## config.mk

```make
export PLATFORM = sky130hd
export DESIGN_NAME = rl_pair_dispatcher
export DESIGN_NICKNAME = d
export VERILOG_FILES = /design/src/rtl/rl_pair_dispatcher.sv
export SDC_FILE = /design/constraint.sdc
export NUM_CORES = 1
export LEC_CHECK = 0
export ABC_CLOCK_PERIOD_IN_PS = 3350
export CAP_MARGIN = 20
export CORE_ASPECT_RATIO = 0.7
export CORE_MARGIN = 4
export CORE_UTILIZATION = 51
export CTS_CLUSTER_SIZE = 16
export DETAILED_ROUTE_END_ITERATION = 7
export PLACE_DENSITY = 0.8
export RECOVER_POWER = 50
export REMOVE_ABC_BUFFERS = 1
export SLEW_MARGIN = 20
export SYNTH_ARGS = -nofsm -noshare
export SYNTH_HDL_FRONTEND = slang
export SYNTH_SLANG_ARGS = --single-unit
```

## constraint.sdc

```tcl
create_clock -name clk -period 3.35 [get_ports clk]
set_input_delay 0.8375 -clock clk [delete_from_list [all_inputs] [get_ports clk]]
set_output_delay 0.8375 -clock clk [all_outputs]
set_load 0.1 [all_outputs]
```

## src/rtl/rl_pair_dispatcher.sv

```systemverilog
`default_nettype none
// ============================================================================
//  Module      : rl_pair_dispatcher
//  Description : Sweeps every (home, neighbour) particle pair by reading the
//                position BRAMs, buffers the returned coordinates in a
//                2-entry pair FIFO and presents them on a valid/ready port.
//  Revision    : 1.0 - initial release
// ============================================================================
module rl_pair_dispatcher #(
  parameter int DATA_WIDTH   = 32,
  parameter int ADDR_WIDTH   = 9,
  parameter int HOME_NUM     = 512,
  parameter int NEIGHBOR_NUM = 512
) (
  input  logic                  clk,
  input  logic                  rst,
  input  logic                  start,
  output logic [ADDR_WIDTH-1:0] home_rdaddr,
  output logic [ADDR_WIDTH-1:0] neighbor_rdaddr,
  output logic                  rden,
  input  logic [DATA_WIDTH-1:0] home_x,
  input  logic [DATA_WIDTH-1:0] home_y,
  input  logic [DATA_WIDTH-1:0] home_z,
  input  logic [DATA_WIDTH-1:0] nb_x,
  input  logic [DATA_WIDTH-1:0] nb_y,
  input  logic [DATA_WIDTH-1:0] nb_z,
  output logic [DATA_WIDTH-1:0] refx,
  output logic [DATA_WIDTH-1:0] refy,
  output logic [DATA_WIDTH-1:0] refz,
  output logic [DATA_WIDTH-1:0] neighborx,
  output logic [DATA_WIDTH-1:0] neighbory,
  output logic [DATA_WIDTH-1:0] neighborz,
  output logic [ADDR_WIDTH-1:0] pair_home_id,
  output logic                  pair_valid,
  input  logic                  pair_ready,
  output logic                  pair_last,
  output logic                  busy,
  output logic                  done
);

  typedef enum logic [1:0] {
    S_IDLE  = 2'd0,
    S_RUN   = 2'd1,
    S_DRAIN = 2'd2,
    S_DONE  = 2'd3
  } state_t;

  // FIFO entry: six coordinates, home id, last flag (head slot is always [0])
  localparam int                    c_entry_w   = 6*DATA_WIDTH + ADDR_WIDTH + 1;
  localparam logic [ADDR_WIDTH-1:0] c_home_last = ADDR_WIDTH'(HOME_NUM-1);
  localparam logic [ADDR_WIDTH-1:0] c_nb_last   = ADDR_WIDTH'(NEIGHBOR_NUM-1);
  localparam logic [ADDR_WIDTH-1:0] c_one       = ADDR_WIDTH'(1);

  state_t                state_q, state_d;
  logic [ADDR_WIDTH-1:0] home_addr_q, home_addr_d;
  logic [ADDR_WIDTH-1:0] nb_addr_q, nb_addr_d;
  // Metadata of the read issued last cycle, paired with the q data now
  logic                  inflight_q, inflight_d;
  logic [ADDR_WIDTH-1:0] fl_home_q, fl_home_d;
  logic                  fl_last_q, fl_last_d;
  logic [1:0]            count_q, count_d;
  logic [c_entry_w-1:0]  fifo_q [2];
  logic [c_entry_w-1:0]  fifo_d [2];

  logic                  w_pop;
  logic [2:0]            w_occ;
  logic                  w_credit;
  logic                  w_issue_last;
  logic                  w_head_last;
  logic [c_entry_w-1:0]  w_push_entry;

  assign w_pop        = (count_q != 2'd0) && pair_ready;
  assign w_occ        = {1'b0, count_q} + {2'b00, inflight_q};
  // A new read may only go out if its data is guaranteed a FIFO slot
  assign w_credit     = w_occ < (3'd2 + {2'b00, w_pop});
  assign rden         = (state_q == S_RUN) && w_credit;
  assign w_issue_last = (home_addr_q == c_home_last) && (nb_addr_q == c_nb_last);
  assign w_push_entry = {home_x, home_y, home_z, nb_x, nb_y, nb_z, fl_home_q, fl_last_q};

  assign home_rdaddr     = home_addr_q;
  assign neighbor_rdaddr = nb_addr_q;
  assign {refx, refy, refz, neighborx, neighbory, neighborz, pair_home_id, w_head_last} = fifo_q[0];
  assign pair_valid      = (count_q != 2'd0);
  assign pair_last       = w_head_last && pair_valid;
  assign busy            = (state_q != S_IDLE);
  assign done            = (state_q == S_DONE);

  // Next-state: sweep FSM, address walk and FIFO push/pop
  always_comb begin
    state_d     = state_q;
    home_addr_d = home_addr_q;
    nb_addr_d   = nb_addr_q;
    fl_home_d   = fl_home_q;
    fl_last_d   = fl_last_q;
    inflight_d  = rden;
    count_d     = count_q;
    fifo_d      = fifo_q;

    case (state_q)
      S_IDLE: begin
        if (start) begin
          state_d     = S_RUN;
          home_addr_d = '0;
          nb_addr_d   = '0;
        end
      end
      S_RUN: begin
        if (rden) begin
          fl_home_d = home_addr_q;
          fl_last_d = w_issue_last;
          if (nb_addr_q == c_nb_last) begin
            nb_addr_d = '0;
            if (w_issue_last) begin
              home_addr_d = '0;
              state_d     = S_DRAIN;
            end else begin
              home_addr_d = home_addr_q + c_one;
            end
          end else begin
            nb_addr_d = nb_addr_q + c_one;
          end
        end
      end
      S_DRAIN: begin
        if ((count_q == 2'd0) && !inflight_q) begin
          state_d = S_DONE;
        end
      end
      S_DONE:  state_d = S_IDLE;
      default: state_d = S_IDLE;
    endcase

    // Push happens on the cycle the BRAM q is valid; the credit rule
    // guarantees a free slot, so only occupancy 0/1 is seen on push-only.
    case ({inflight_q, w_pop})
      2'b10: begin
        if (count_q == 2'd0) fifo_d[0] = w_push_entry;
        else                 fifo_d[1] = w_push_entry;
        count_d = count_q + 2'd1;
      end
      2'b01: begin
        fifo_d[0] = fifo_q[1];
        count_d   = count_q - 2'd1;
      end
      2'b11: begin
        if (count_q == 2'd1) begin
          fifo_d[0] = w_push_entry;
        end else begin
          fifo_d[0] = fifo_q[1];
          fifo_d[1] = w_push_entry;
        end
      end
      default: ;
    endcase
  end

  // State and datapath registers, cleared asynchronously
  always_ff @(posedge clk or negedge rst) begin
    if (!rst) begin
      state_q     <= S_IDLE;
      home_addr_q <= '0;
      nb_addr_q   <= '0;
      inflight_q  <= 1'b0;
      fl_home_q   <= '0;
      fl_last_q   <= 1'b0;
      count_q     <= 2'd0;
      fifo_q[0]   <= '0;
      fifo_q[1]   <= '0;
    end else begin
      state_q     <= state_d;
      home_addr_q <= home_addr_d;
      nb_addr_q   <= nb_addr_d;
      inflight_q  <= inflight_d;
      fl_home_q   <= fl_home_d;
      fl_last_q   <= fl_last_d;
      count_q     <= count_d;
      fifo_q[0]   <= fifo_d[0];
      fifo_q[1]   <= fifo_d[1];
    end
  end

endmodule
`default_nettype wire

```

==> metrics.cfg <==
[hold_path]
holdPathStages=2
hold_end=neighbory[19]
min-delay-start=neighbory[19]
worstHoldPathType=reg2reg

[synth]
synthAdderAreaFrac_pct=1.02
syn_area_mm2=0.0196
yosysTopAreaCellShare_pct=55.8
yosysSeqAreaShare_pct=55.8
synth_xor_area_share_pct=0.0894
synth_area_leaders=dfrtp_1 56%, mux2_2 12%, buf_4 8.1%
muxShareOfSynthArea_pct=12.3
synthCells=1711
synth_common_cells=437 x dfrtp_1, 215 x nand2_1, 211 x buf_4
synth-compound-area-share_pct=14.6
synth_top_family_by_area=compound AO/OA/AOI/OAI gates
postSynthAreaPerCell_um2=11.4
synth_top_cell_by_area=dfrtp_1
yosys_most_used_dff=dfrtp_1
ys_async_sr_fraction_pct=100
ys_types=47
synth_most_common_cell=dfrtp_1
yosysWarnings=0
ys_ff_latch=437
synth-edff-count=0
synth-simple-area-share_pct=5.50

[setup_path]
rrSetupSlack_ns=0.51
crit_buf_inv=1
crit_path_cell_trace=ha_1 > or3b_2 > a21oi_2 > buf_12
r2r-start=home_rdaddr[1]
startpoint_type=flip-flop
rr_worst_depth=9
end_kind=output pin
r2r-end=home_rdaddr[6]
cp.required_ns=2.51
cp_top_family=simple AND/OR/NAND/NOR gates
arrival_ns=2.42
critical_path_depth=4
critPathKind=reg2out
critPathMaxStageDelay_ns=0.53
cp_slowest_cell=or3b_2
path_max_fanout=6

[sta]
period_share_pct=97.2
max_freq_mhz=307
rsz0062_at_grt=false
setup_viol=0
fin_crit_ns=3.26
fin_worst_skew_ns=0.0106
tightestPinTransition_ns=2.37
slew_violations=85
hold_violations=0
relSlewSlack_pct=-58.0

[drt]
drt_wl_total_mm=48.6
dr_total_vias=13700
wl_per_cell_um=20.0
drt-initial-drc-count=1047
viasPerCell=5.64
drt_pass1_iterations=5
final_antenna_net_count=0
post-route-drc-count=0

[die]
fp-row-count=59
dieArea_mm2=0.0417
die_w_um=242
dieHeight_um=172
boundaryPins=420
start_util_pct=52.2
fp.coreArea_mm2=0.0375

[final_layout]
design_area_mm2=0.0234
fin_util_pct=62.5
layout-drive-gt1-share_pct=22.9
area_growth_pct=19.7
diodes=0
nets=2124

[clock_network]
post-cts-setup-buffers=0
cts_buffers=42
clock_path_buffers=3
clock_sinks=437
clk_latency_ns=0.54
cts_tree=yes
htree_levels=2
clk_pin_slew_ns=0.06
cts_root_buf=clkbuf_16

[global_route]
grt_overflow=0
grt_pass1_wl_mm=76.6
grt_use_total_pct=22.6
grt_pass1_vias=13700
antenna_found_initial=0
grt_max_degree=150

[place]
hpwl_mm=33.6
place_area_mm2=0.0225
gp_congestion=0.819
io_buffers=419

[job]
cap_violations=1

[run_status]
violations=capacitance limit, slew limit
outcome=complete, but fails checks

-- sequential cells by signal, summed over array words and instances, names as in the netlist --
name	flops
fifo_q	203
neighborx	32
neighbory	32
neighborz	32
refx	32
refy	32
refz	32
fl_home_q	9
home_rdaddr	9
neighbor_rdaddr	9
pair_home_id	9
count_q	2
state_q	2
fl_last_q	1
inflight_q	1
-- metrics by stage --
step	TNS (ns)	hold WS [ns]	setup WS [ns]	instances
after floorplan	-2945.36	0.449	-8.85	1396
after global placement	0	0.463	0.202	2356
after detailed placement	0	0.471	0.197	2356
after CTS	0	0.325	0.0266	2429
after global routing	0	0.494	0.00269	2429
final	0	0.475	0.0941	2429
-- area by class of cell --
class                   instances  area [um^2]
multi-input cells             945         6590
fillers                      2916        14100
inverters                      14         52.6
clock inverters                10          114
repair buffers                472         3860
well taps                     488          611
clock buffers                  63         1280
flip-flops and latches        437        10900
-- worst max-delay path by stage --
stage / end / slack, ns / startpoint
after floorplan: fifo_q[0] / -8.85 / count_q[0]
after global placement: rden / 0.20 / pair_ready
after detailed placement: rden / 0.20 / pair_ready
after CTS: rden / 0.03 / count_q[0]
after global routing: rden / 0.003 / inflight_q
final: rden / 0.09 / inflight_q
-- layout by cell type, fill, tap and decap left out, drive strengths merged, types with 9 or more instances in the layout --
cell / n
nor2: 10
o21ai: 222
a21oi: 9
mux2: 212
dfrtp: 437
buf: 157
clkdlybuf4s50: 194
inv: 15
clkbuf: 184
ha: 16
a22oi: 202
nand2: 215
-- timing repair --
action / in CTS / in global routing
hold buffers: 0 / 0
gates resized for setup: 0 / 1
setup endpoints to repair: 0 / 1
-- layer usage --
layer | track usage, % | wire length (um) | up-vias | part of all wire (%)
met5 | 0 | 0 | - | 0
met4 | 5.83 | 1240 | 0 | 2.6
met3 | 5.24 | 3320 | 80 | 6.8
met2 | 36.3 | 23100 | 476 | 47
met1 | 31.6 | 20900 | 6900 | 43
li1 | - | - | 6243 | -
-- worst register-to-register path, delay by kind of cell, from the launching register on --
kind / cells / cell delay (ns)
AND/OR/NAND/NOR: 4 / 1.19
flip-flops: 1 / 0.46
AO/OA/AOI/OAI: 3 / 0.66
adder cells (fa/ha/maj): 2 / 0.46
-- cells by family (layout without fill, tap and decap cells) --
kind of cell,count (synthesis),in the layout
XOR/XNOR,2,2
multiplexers,214,214
flip-flops,437,437
buffers and inverters,329,559
adder cells (fa/ha/maj),16,16
AND/OR/NAND/NOR,258,258
AO/OA/AOI/OAI,455,455
Power is not shown: default switching activity piles up to over one toggle a cycle in this logic, so the estimate is an artifact.
